## config.mk

```make
export PLATFORM = sky130hd
export DESIGN_NAME = nibble_serial_subtractor_flat
export DESIGN_NICKNAME = d
export VERILOG_FILES = /design/src/rtl/nibble_serial_subtractor_if.sv /design/src/rtl/nibble_serial_subtractor.sv /design/src/flat_wrapper.sv
export SDC_FILE = /design/constraint.sdc
export NUM_CORES = 1
export LEC_CHECK = 0
export CORE_MARGIN = 2
export CORE_UTILIZATION = 35
export CTS_CLUSTER_SIZE = 14
export DETAILED_ROUTE_END_ITERATION = 10
export SLEW_MARGIN = 20
export SYNTH_ARGS = -nofsm -noshare
export SYNTH_HDL_FRONTEND = slang
export SYNTH_SLANG_ARGS = --single-unit
```

## constraint.sdc

```tcl
create_clock -name clk -period 4.4 [get_ports clk]
set_clock_uncertainty 0.15 [all_clocks]
set_input_delay 0.66 -clock clk [delete_from_list [all_inputs] [get_ports clk]]
set_output_delay 0.66 -clock clk [all_outputs]
set_load 0.02 [all_outputs]
```

## src/rtl/nibble_serial_subtractor_if.sv

```systemverilog
// Request/response bundle for the nibble-serial subtractor.
// Both sides use valid/ready: a transfer happens on a rising edge where valid && ready are both high.
interface nibble_serial_subtractor_if #(
  parameter int NIBBLES = 4
);
  localparam int W = 4 * NIBBLES;

  logic         in_valid;
  logic         in_ready;
  logic [W-1:0] a;
  logic [W-1:0] b;
  logic         bin;
  logic         out_valid;
  logic         out_ready;
  logic [W-1:0] diff;
  logic         bout;
  logic         overflow;

  modport master (
    output in_valid, a, b, bin, out_ready,
    input  in_ready, out_valid, diff, bout, overflow
  );

  modport slave (
    input  in_valid, a, b, bin, out_ready,
    output in_ready, out_valid, diff, bout, overflow
  );
endinterface

```

## src/rtl/nibble_serial_subtractor.sv

```systemverilog
// Computes a - b - bin one 4-bit slice per cycle, LSB slice first, using a carry-lookahead slice adder.
// Operands shift right each cycle and the partial difference is shifted in from the top.
module nibble_serial_subtractor #(
  parameter int NIBBLES = 4
) (
  input  logic                       clk,
  input  logic                       rst,
  nibble_serial_subtractor_if.slave  bus,
  output logic [1:0]                 dbg_state_o
);
  localparam int W  = 4 * NIBBLES;
  localparam int IW = (NIBBLES > 1) ? $clog2(NIBBLES) : 1;

  typedef enum logic [1:0] {
    IDLE = 2'd0,
    CALC = 2'd1,
    DONE = 2'd2
  } state_e;

  state_e        state_q, state_d;
  logic [W-1:0]  a_q, a_d, b_q, b_d;
  logic [W-1:0]  work_q, work_d, diff_q, diff_d;
  logic          borrow_q, borrow_d, bout_q, bout_d, ovf_q, ovf_d;
  logic [IW-1:0] idx_q, idx_d;

  logic [3:0]    s_a, s_bn, g, p, s_sum;
  logic [4:0]    c;
  logic [W-1:0]  sum_w, work_shift;

  // Slice adder: a + ~b + ~borrow, carries resolved by lookahead within the slice.
  always_comb begin
    s_a   = a_q[3:0];
    s_bn  = ~b_q[3:0];
    g     = s_a & s_bn;
    p     = s_a ^ s_bn;
    c[0]  = ~borrow_q;
    c[1]  = g[0] | (p[0] & c[0]);
    c[2]  = g[1] | (p[1] & g[0]) | (p[1] & p[0] & c[0]);
    c[3]  = g[2] | (p[2] & g[1]) | (p[2] & p[1] & g[0]) | (p[2] & p[1] & p[0] & c[0]);
    c[4]  = g[3] | (p[3] & g[2]) | (p[3] & p[2] & g[1]) | (p[3] & p[2] & p[1] & g[0])
          | (p[3] & p[2] & p[1] & p[0] & c[0]);
    s_sum = p ^ c[3:0];
    sum_w      = W'(s_sum);
    work_shift = (work_q >> 4) | (sum_w << (W - 4));
  end

  always_comb begin
    state_d  = state_q;
    a_d      = a_q;
    b_d      = b_q;
    work_d   = work_q;
    diff_d   = diff_q;
    borrow_d = borrow_q;
    bout_d   = bout_q;
    ovf_d    = ovf_q;
    idx_d    = idx_q;
    case (state_q)
      IDLE: begin
        if (bus.in_valid) begin
          a_d      = bus.a;
          b_d      = bus.b;
          borrow_d = bus.bin;
          idx_d    = '0;
          work_d   = '0;
          state_d  = CALC;
        end
      end
      CALC: begin
        a_d      = a_q >> 4;
        b_d      = b_q >> 4;
        borrow_d = ~c[4];
        work_d   = work_shift;
        idx_d    = idx_q + 1'b1;
        if (idx_q == IW'(NIBBLES - 1)) begin
          idx_d   = '0;
          state_d = DONE;
          diff_d  = work_shift;
          bout_d  = ~c[4];
          // a_q[3]/b_q[3] now hold the original sign bits.
          ovf_d   = (a_q[3] ^ b_q[3]) & (s_sum[3] ^ a_q[3]);
        end
      end
      DONE: begin
        if (bus.out_ready) state_d = IDLE;
      end
      default: state_d = IDLE;
    endcase
  end

  always_ff @(posedge clk) begin
    if (rst) begin
      state_q  <= IDLE;
      a_q      <= '0;
      b_q      <= '0;
      work_q   <= '0;
      diff_q   <= '0;
      borrow_q <= 1'b0;
      bout_q   <= 1'b0;
      ovf_q    <= 1'b0;
      idx_q    <= '0;
    end else begin
      state_q  <= state_d;
      a_q      <= a_d;
      b_q      <= b_d;
      work_q   <= work_d;
      diff_q   <= diff_d;
      borrow_q <= borrow_d;
      bout_q   <= bout_d;
      ovf_q    <= ovf_d;
      idx_q    <= idx_d;
    end
  end

  assign bus.in_ready  = (state_q == IDLE);
  assign bus.out_valid = (state_q == DONE);
  assign bus.diff      = diff_q;
  assign bus.bout      = bout_q;
  assign bus.overflow  = ovf_q;
  assign dbg_state_o   = state_q;
endmodule

```

## src/flat_wrapper.sv

```systemverilog
// flat-port wrapper written by rule: the top's interface ports become plain ports
module nibble_serial_subtractor_flat 
#(
  parameter int NIBBLES = 4
)
  (clk, rst, dbg_state_o, bus_in_valid, bus_a, bus_b, bus_bin, bus_out_ready, bus_in_ready, bus_out_valid, bus_diff, bus_bout, bus_overflow);
  nibble_serial_subtractor_if #(.NIBBLES(NIBBLES)) bus_i ();
  input  logic clk;
  input  logic rst;
  output logic [1:0] dbg_state_o;
  input wire logic [$bits(bus_i.in_valid)-1:0] bus_in_valid;
  input wire logic [$bits(bus_i.a)-1:0] bus_a;
  input wire logic [$bits(bus_i.b)-1:0] bus_b;
  input wire logic [$bits(bus_i.bin)-1:0] bus_bin;
  input wire logic [$bits(bus_i.out_ready)-1:0] bus_out_ready;
  output wire logic [$bits(bus_i.in_ready)-1:0] bus_in_ready;
  output wire logic [$bits(bus_i.out_valid)-1:0] bus_out_valid;
  output wire logic [$bits(bus_i.diff)-1:0] bus_diff;
  output wire logic [$bits(bus_i.bout)-1:0] bus_bout;
  output wire logic [$bits(bus_i.overflow)-1:0] bus_overflow;
  assign bus_i.in_valid = bus_in_valid;
  assign bus_i.a = bus_a;
  assign bus_i.b = bus_b;
  assign bus_i.bin = bus_bin;
  assign bus_i.out_ready = bus_out_ready;
  assign bus_in_ready = bus_i.in_ready;
  assign bus_out_valid = bus_i.out_valid;
  assign bus_diff = bus_i.diff;
  assign bus_bout = bus_i.bout;
  assign bus_overflow = bus_i.overflow;
  nibble_serial_subtractor #(.NIBBLES(NIBBLES)) u_core (.clk(clk), .rst(rst), .bus(bus_i), .dbg_state_o(dbg_state_o));
endmodule
```

== Yosys cells after proc, flatten, opt, wreduce, memory -nomap -nowiden ==
Cells that the tools add are included.
Storage, ports and cells
  flip-flop bits (word level): 71
  logic and storage cells: 72
  input port bits: 37
  memories kept: 0
  ROM bits: 0
  RAM bits: 0
  latch bits: 0
Cells by class
  eq/ne operators: 6
  mux-type cells: 15
  bitwise operators: 36
  add/subtract/negate cells: 1
  divide/modulo/power cells: 0
  reduce and logical (&&, ||, !) cells: 5
  $mul: 0
  order comparisons: 0
  shift operators: 0
Operators with widths (number)
  one-hot mux 16 bit (2 select lines): 3
  2-to-1 mux 16 bit: 3
  bitwise AND 1 bit: 17
  OR 12 x 16 -> 16 bit: 1
  2-to-1 mux 2 bit: 5
  OR 1 bit: 10
  XOR 4 bit: 2
  one-hot mux 2 bit (3 select lines): 1
  bitwise AND 4 bit: 1
  equality test 2 bit, second input constant: 2
  != test 2 bit, second input constant: 2
  NOT 4 bit: 1
  one-hot mux 2 bit (2 select lines): 1
  AND reduction 2 bit: 2
  AND reduction 3 bit: 1
  adder 2 x 1 -> 2 bit, second input constant: 1
  equality test 2 x 1 -> 1 bit, second input constant: 1
  zero test 2 bit: 1
  != test 2 x 1 -> 1 bit, second input constant: 1
  NOT 1 bit: 2
  one-hot mux 1 bit (2 select lines): 1
  nonzero test 2 bit: 1
  XOR 1 bit: 2
  2-to-1 mux 1 bit: 1

== Logic depth before layout (Yosys ltp) ==
  depth in word-level cells: 9
  gate-level depth with buffers: 6
  gate-level depth less buffers: 6

== Least setup slack after synthesis ==
Ideal clock, no wire load.
  kind: reg2out
  from: reg u_core.state_q[1] (netlist: u_core.dbg_state_o[1])
  to: out bus_out_valid
  arrival time: 1.176 ns
  slack: 2.414 ns
  data required time: 3.590 ns
  cell stages (with the launch flop): 3
  path through: dfxtp_1 buf_2 nor2b_1
Between the ends
  cells in the longest elaborated chain, start to end: 1
RTL lines
  start: declaration: RTL line nibble_serial_subtractor.sv:20  | state_e state_q, state_d;
  start signal: assignment: RTL line nibble_serial_subtractor.sv:102  | state_q <= state_d;
  equality test 2 bit: RTL line nibble_serial_subtractor.sv:115  | assign bus.out_valid = (state_q == DONE);
  end: declaration: RTL line flat_wrapper.sv:17  | output wire logic [$bits(bus_i.out_valid)-1:0] bus_out_valid;
No other way between the ends.

== Final worst setup path ==
Ends and elaborated chain as after synthesis.

==> impl_metrics.csv <==
group,metric,value,unit
drt,totalWireLength,6650,um
yosys,netlist.area_leader.share,44.4,%
global_routing,grt_pass1_wl,11600,um
drt,via_per_inst,4.96,
global_routing,grt_usage,15.1,%
setup_path,cp-end-kind,"output pin",
drt,wl_met1,3250,um
drt,vias,2496,
cts,cts.sinks,67,
cells_and_area,final.fill_count,800,
yosys,ys_async_sr_fraction,0,%
cts,path_clk_slew,0.07,ns
cts,cts_tree,"built",
sta,final_hold_viol_count,0,
cts,numCtsBuffers,9,
drt,met2_length,3030,um
power_and_ir_drop,power.switching,369,uW
sta,fin_crit,2.78,ns
global_routing,grt_max_degree,51,
yosys,yosysWarnings,0,
yosys,syn_nets,391,
sta,timing.slew.headroom,32.9,%
power_and_ir_drop,p_int,1130,uW
global_routing,grt_pass1_vias,2380,
power_and_ir_drop,clockPowerShare,42.1,%
setup_path,crit_chain,"nor2b_1 -> clkdlybuf4s50_1",
sta,setup_violations,0,
min_path,holdCritPathClass,"register to register",
power_and_ir_drop,powerDensity,387,nW/um2
drt,dr.pass1.iters,4,
die,dieHeight,96.9,um
setup_path,cp-start-kind,"register",
cts,ctsResizeCount,0,
place,placed_area,3610,um2
cells_and_area,design_area,3860,um2
run,max_cap_violations,0,
die,pin_count,59,
drt,postRouteAntennaNets,0,
power_and_ir_drop,power,1500,uW
cts,htree_levels,3,
power_and_ir_drop,power.share.switching,24.7,%
cts,post-cts-setup-buffers,0,
yosys,netlist-cell-type-count,42,
setup_path,critPathMaxStageDelay,0.76,ns
setup_path,cp_max_fo,17,
die,die_x,96.9,um
place,gp_congestion,0.744,
yosys,synth-main-ff-cell,"dfxtp_1",
cts,cts_buffer_depth,2,
setup_path,cp_slowest_cell,"dfxtp_1",
cts,root_buffer,"clkbuf_8",
setup_path,required,3.59,ns
drt,dr_wl_met3,251,um
yosys,synth_edf_count,0,
place,io_buffers,58,
cells_and_area,final_cell_mix,"nand2_1, dfxtp_1, clkdlybuf4s50_1, nor2_1, a21oi_1",
setup_path,critPathKind,"register to output pin",
cells_and_area,final_common_cell,"nand2_1",
power_and_ir_drop,pwr-share-comb,13.8,%
yosys,syn_area,3020,um2
status,run_status,"finished, final reports clean",
cts,ctsHoldBuffers,0,
die,core_area,8300,um2
cells_and_area,n_antenna_cell,0,
cells_and_area,drive_gt1_share,11.3,%
sta,worst-slew-pin-transition,1.01,ns
sta,finalCritPeriodShare,63.2,%
global_routing,antenna_found_initial,0,
sta,rsz0062_at_grt,"false",
place,hpwl,4470,um
cells_and_area,syn2layout_area_growth,27.8,%
power_and_ir_drop,total_leakage_power,0.00140,uW
yosys,syn_inst,348,
cells_and_area,regArea,1340,um2
yosys,syn_area_per_cell,8.68,um2
cells_and_area,final_nets,436,
die,start_util,36.4,%
drt,drt_iter0_drc,104,
power_and_ir_drop,max-vdd-ir-drop,197,uV
yosys,ys_seq_elements,67,
cells_and_area,multi_input_area,1520,um2
yosys,seq_area_frac_synth,44.4,%
sta,slew_violations,0,
yosys,synth_area_leaders,"dfxtp_1, nand2_1, a311oi_2, nor2_1, a21oi_1",
setup_path,cp.arrival,1.97,ns
place,dp.cells,487,
sta,tns,0,ns
die,die-area,9390,um2
yosys,yosys.area.top_type,"dfxtp_1",
die,rows,33,
cells_and_area,utilization,46.5,%
drt,wire_per_inst,13.2,um
cells_and_area,stdcell_count,503,
sta,max_freq,359,MHz
power_and_ir_drop,power_frac_seq,44.1,%
drt,drc_errors,0,
cts,clk_latency,0.33,ns
global_routing,overflow,0,
drt,topRoutingLayerUsed,"met4",
-- synthesized netlist by cell type, types with 5 or more instances --
library cell / number
dfxtp_1: 67
a22oi_1: 11
a2bb2oi_1: 8
ha_1: 5
a311oi_2: 19
nor2_1: 47
a21oi_1: 25
buf_2: 13
nand2_1: 79
nor2b_1: 7
clkbuf_1: 7
a311oi_1: 5
inv_1: 7
-- cells by family after synthesis --
logic type | Yosys count | share of synthesized area (%)
AO/OA/AOI/OAI | 85 | 24.9
flip-flops | 67 | 44.4
XOR/XNOR | 1 | 0.290
AND/OR/NAND/NOR | 155 | 22.1
buffers and inverters | 34 | 5.63
adder cells (fa/ha/maj) | 6 | 2.73
-- registers in the layout, summed over array words and instances, names as in the netlist --
register / cells
u_core.a_q: 16
u_core.b_q: 16
u_core.borrow_q: 1
u_core.idx_q: 2
u_core.work_q: 12
u_core.bus.overflow: 1
u_core.bus.bout: 1
u_core.dbg_state_o: 2
u_core.bus.diff: 16
-- area by class of cell --
type                       count  share of cell area, %
timing repair buffer          60                   15.3
sequential                    67                   34.7
clock buffer                  10                   3.56
inverter                       8                  0.778
tap                          105                   3.40
multi-input combinational    247                   39.3
clock inverter                 6                   2.92
-- critical path, delay by kind of cell (launching register included) --
| family | cells | cell delay (ns) |
|---|---|---|
| AND/OR/NAND/NOR | 1 | 0.25 |
| flip-flops | 1 | 0.76 |
| buffers and inverters | 1 | 0.63 |
-- per-stage QoR --
stage          hold slack (ns)  setup slack, ns
6_report                 0.306             1.62
5_1_grt                  0.327             1.47
4_1_cts                  0.309             1.58
3_5_place_dp             0.298             1.61
3_3_place_gp             0.294             1.67
2_1_floorplan            0.282             2.41
-- routing by layer --
metal	global-route usage, %	up-vias
met5	0	-
met4	5.85	0
met3	3.76	9
met2	23.8	44
met1	19.8	1138
li1	-	1305
-- power by group through the flow --
stage | clock [uW] | sequential [uW] | combinational (uW)
finish | 629 | 659 | 206
detailed placement | 0 | 673 | 208
global placement | 0 | 673 | 205
global route | 674 | 663 | 230
floorplan | 0 | 666 | 152
CTS | 644 | 659 | 209
-- final timing paths --
| kind | to | cells after the start | start | slack [ns] |
|---|---|---|---|---|
| max | bus_out_valid | 2 | u_core.dbg_state_o[1] | 1.62 |
| min | u_core.bus.diff[2] | 2 | u_core.work_q[6] | 0.31 |
| max reg2reg | u_core.bus.diff[15] | 4 | u_core.dbg_state_o[0] | 1.95 |
| min reg2reg | u_core.bus.diff[2] | 2 | u_core.work_q[6] | 0.31 |
No activity file was read; power rests on OpenSTA's default activity.
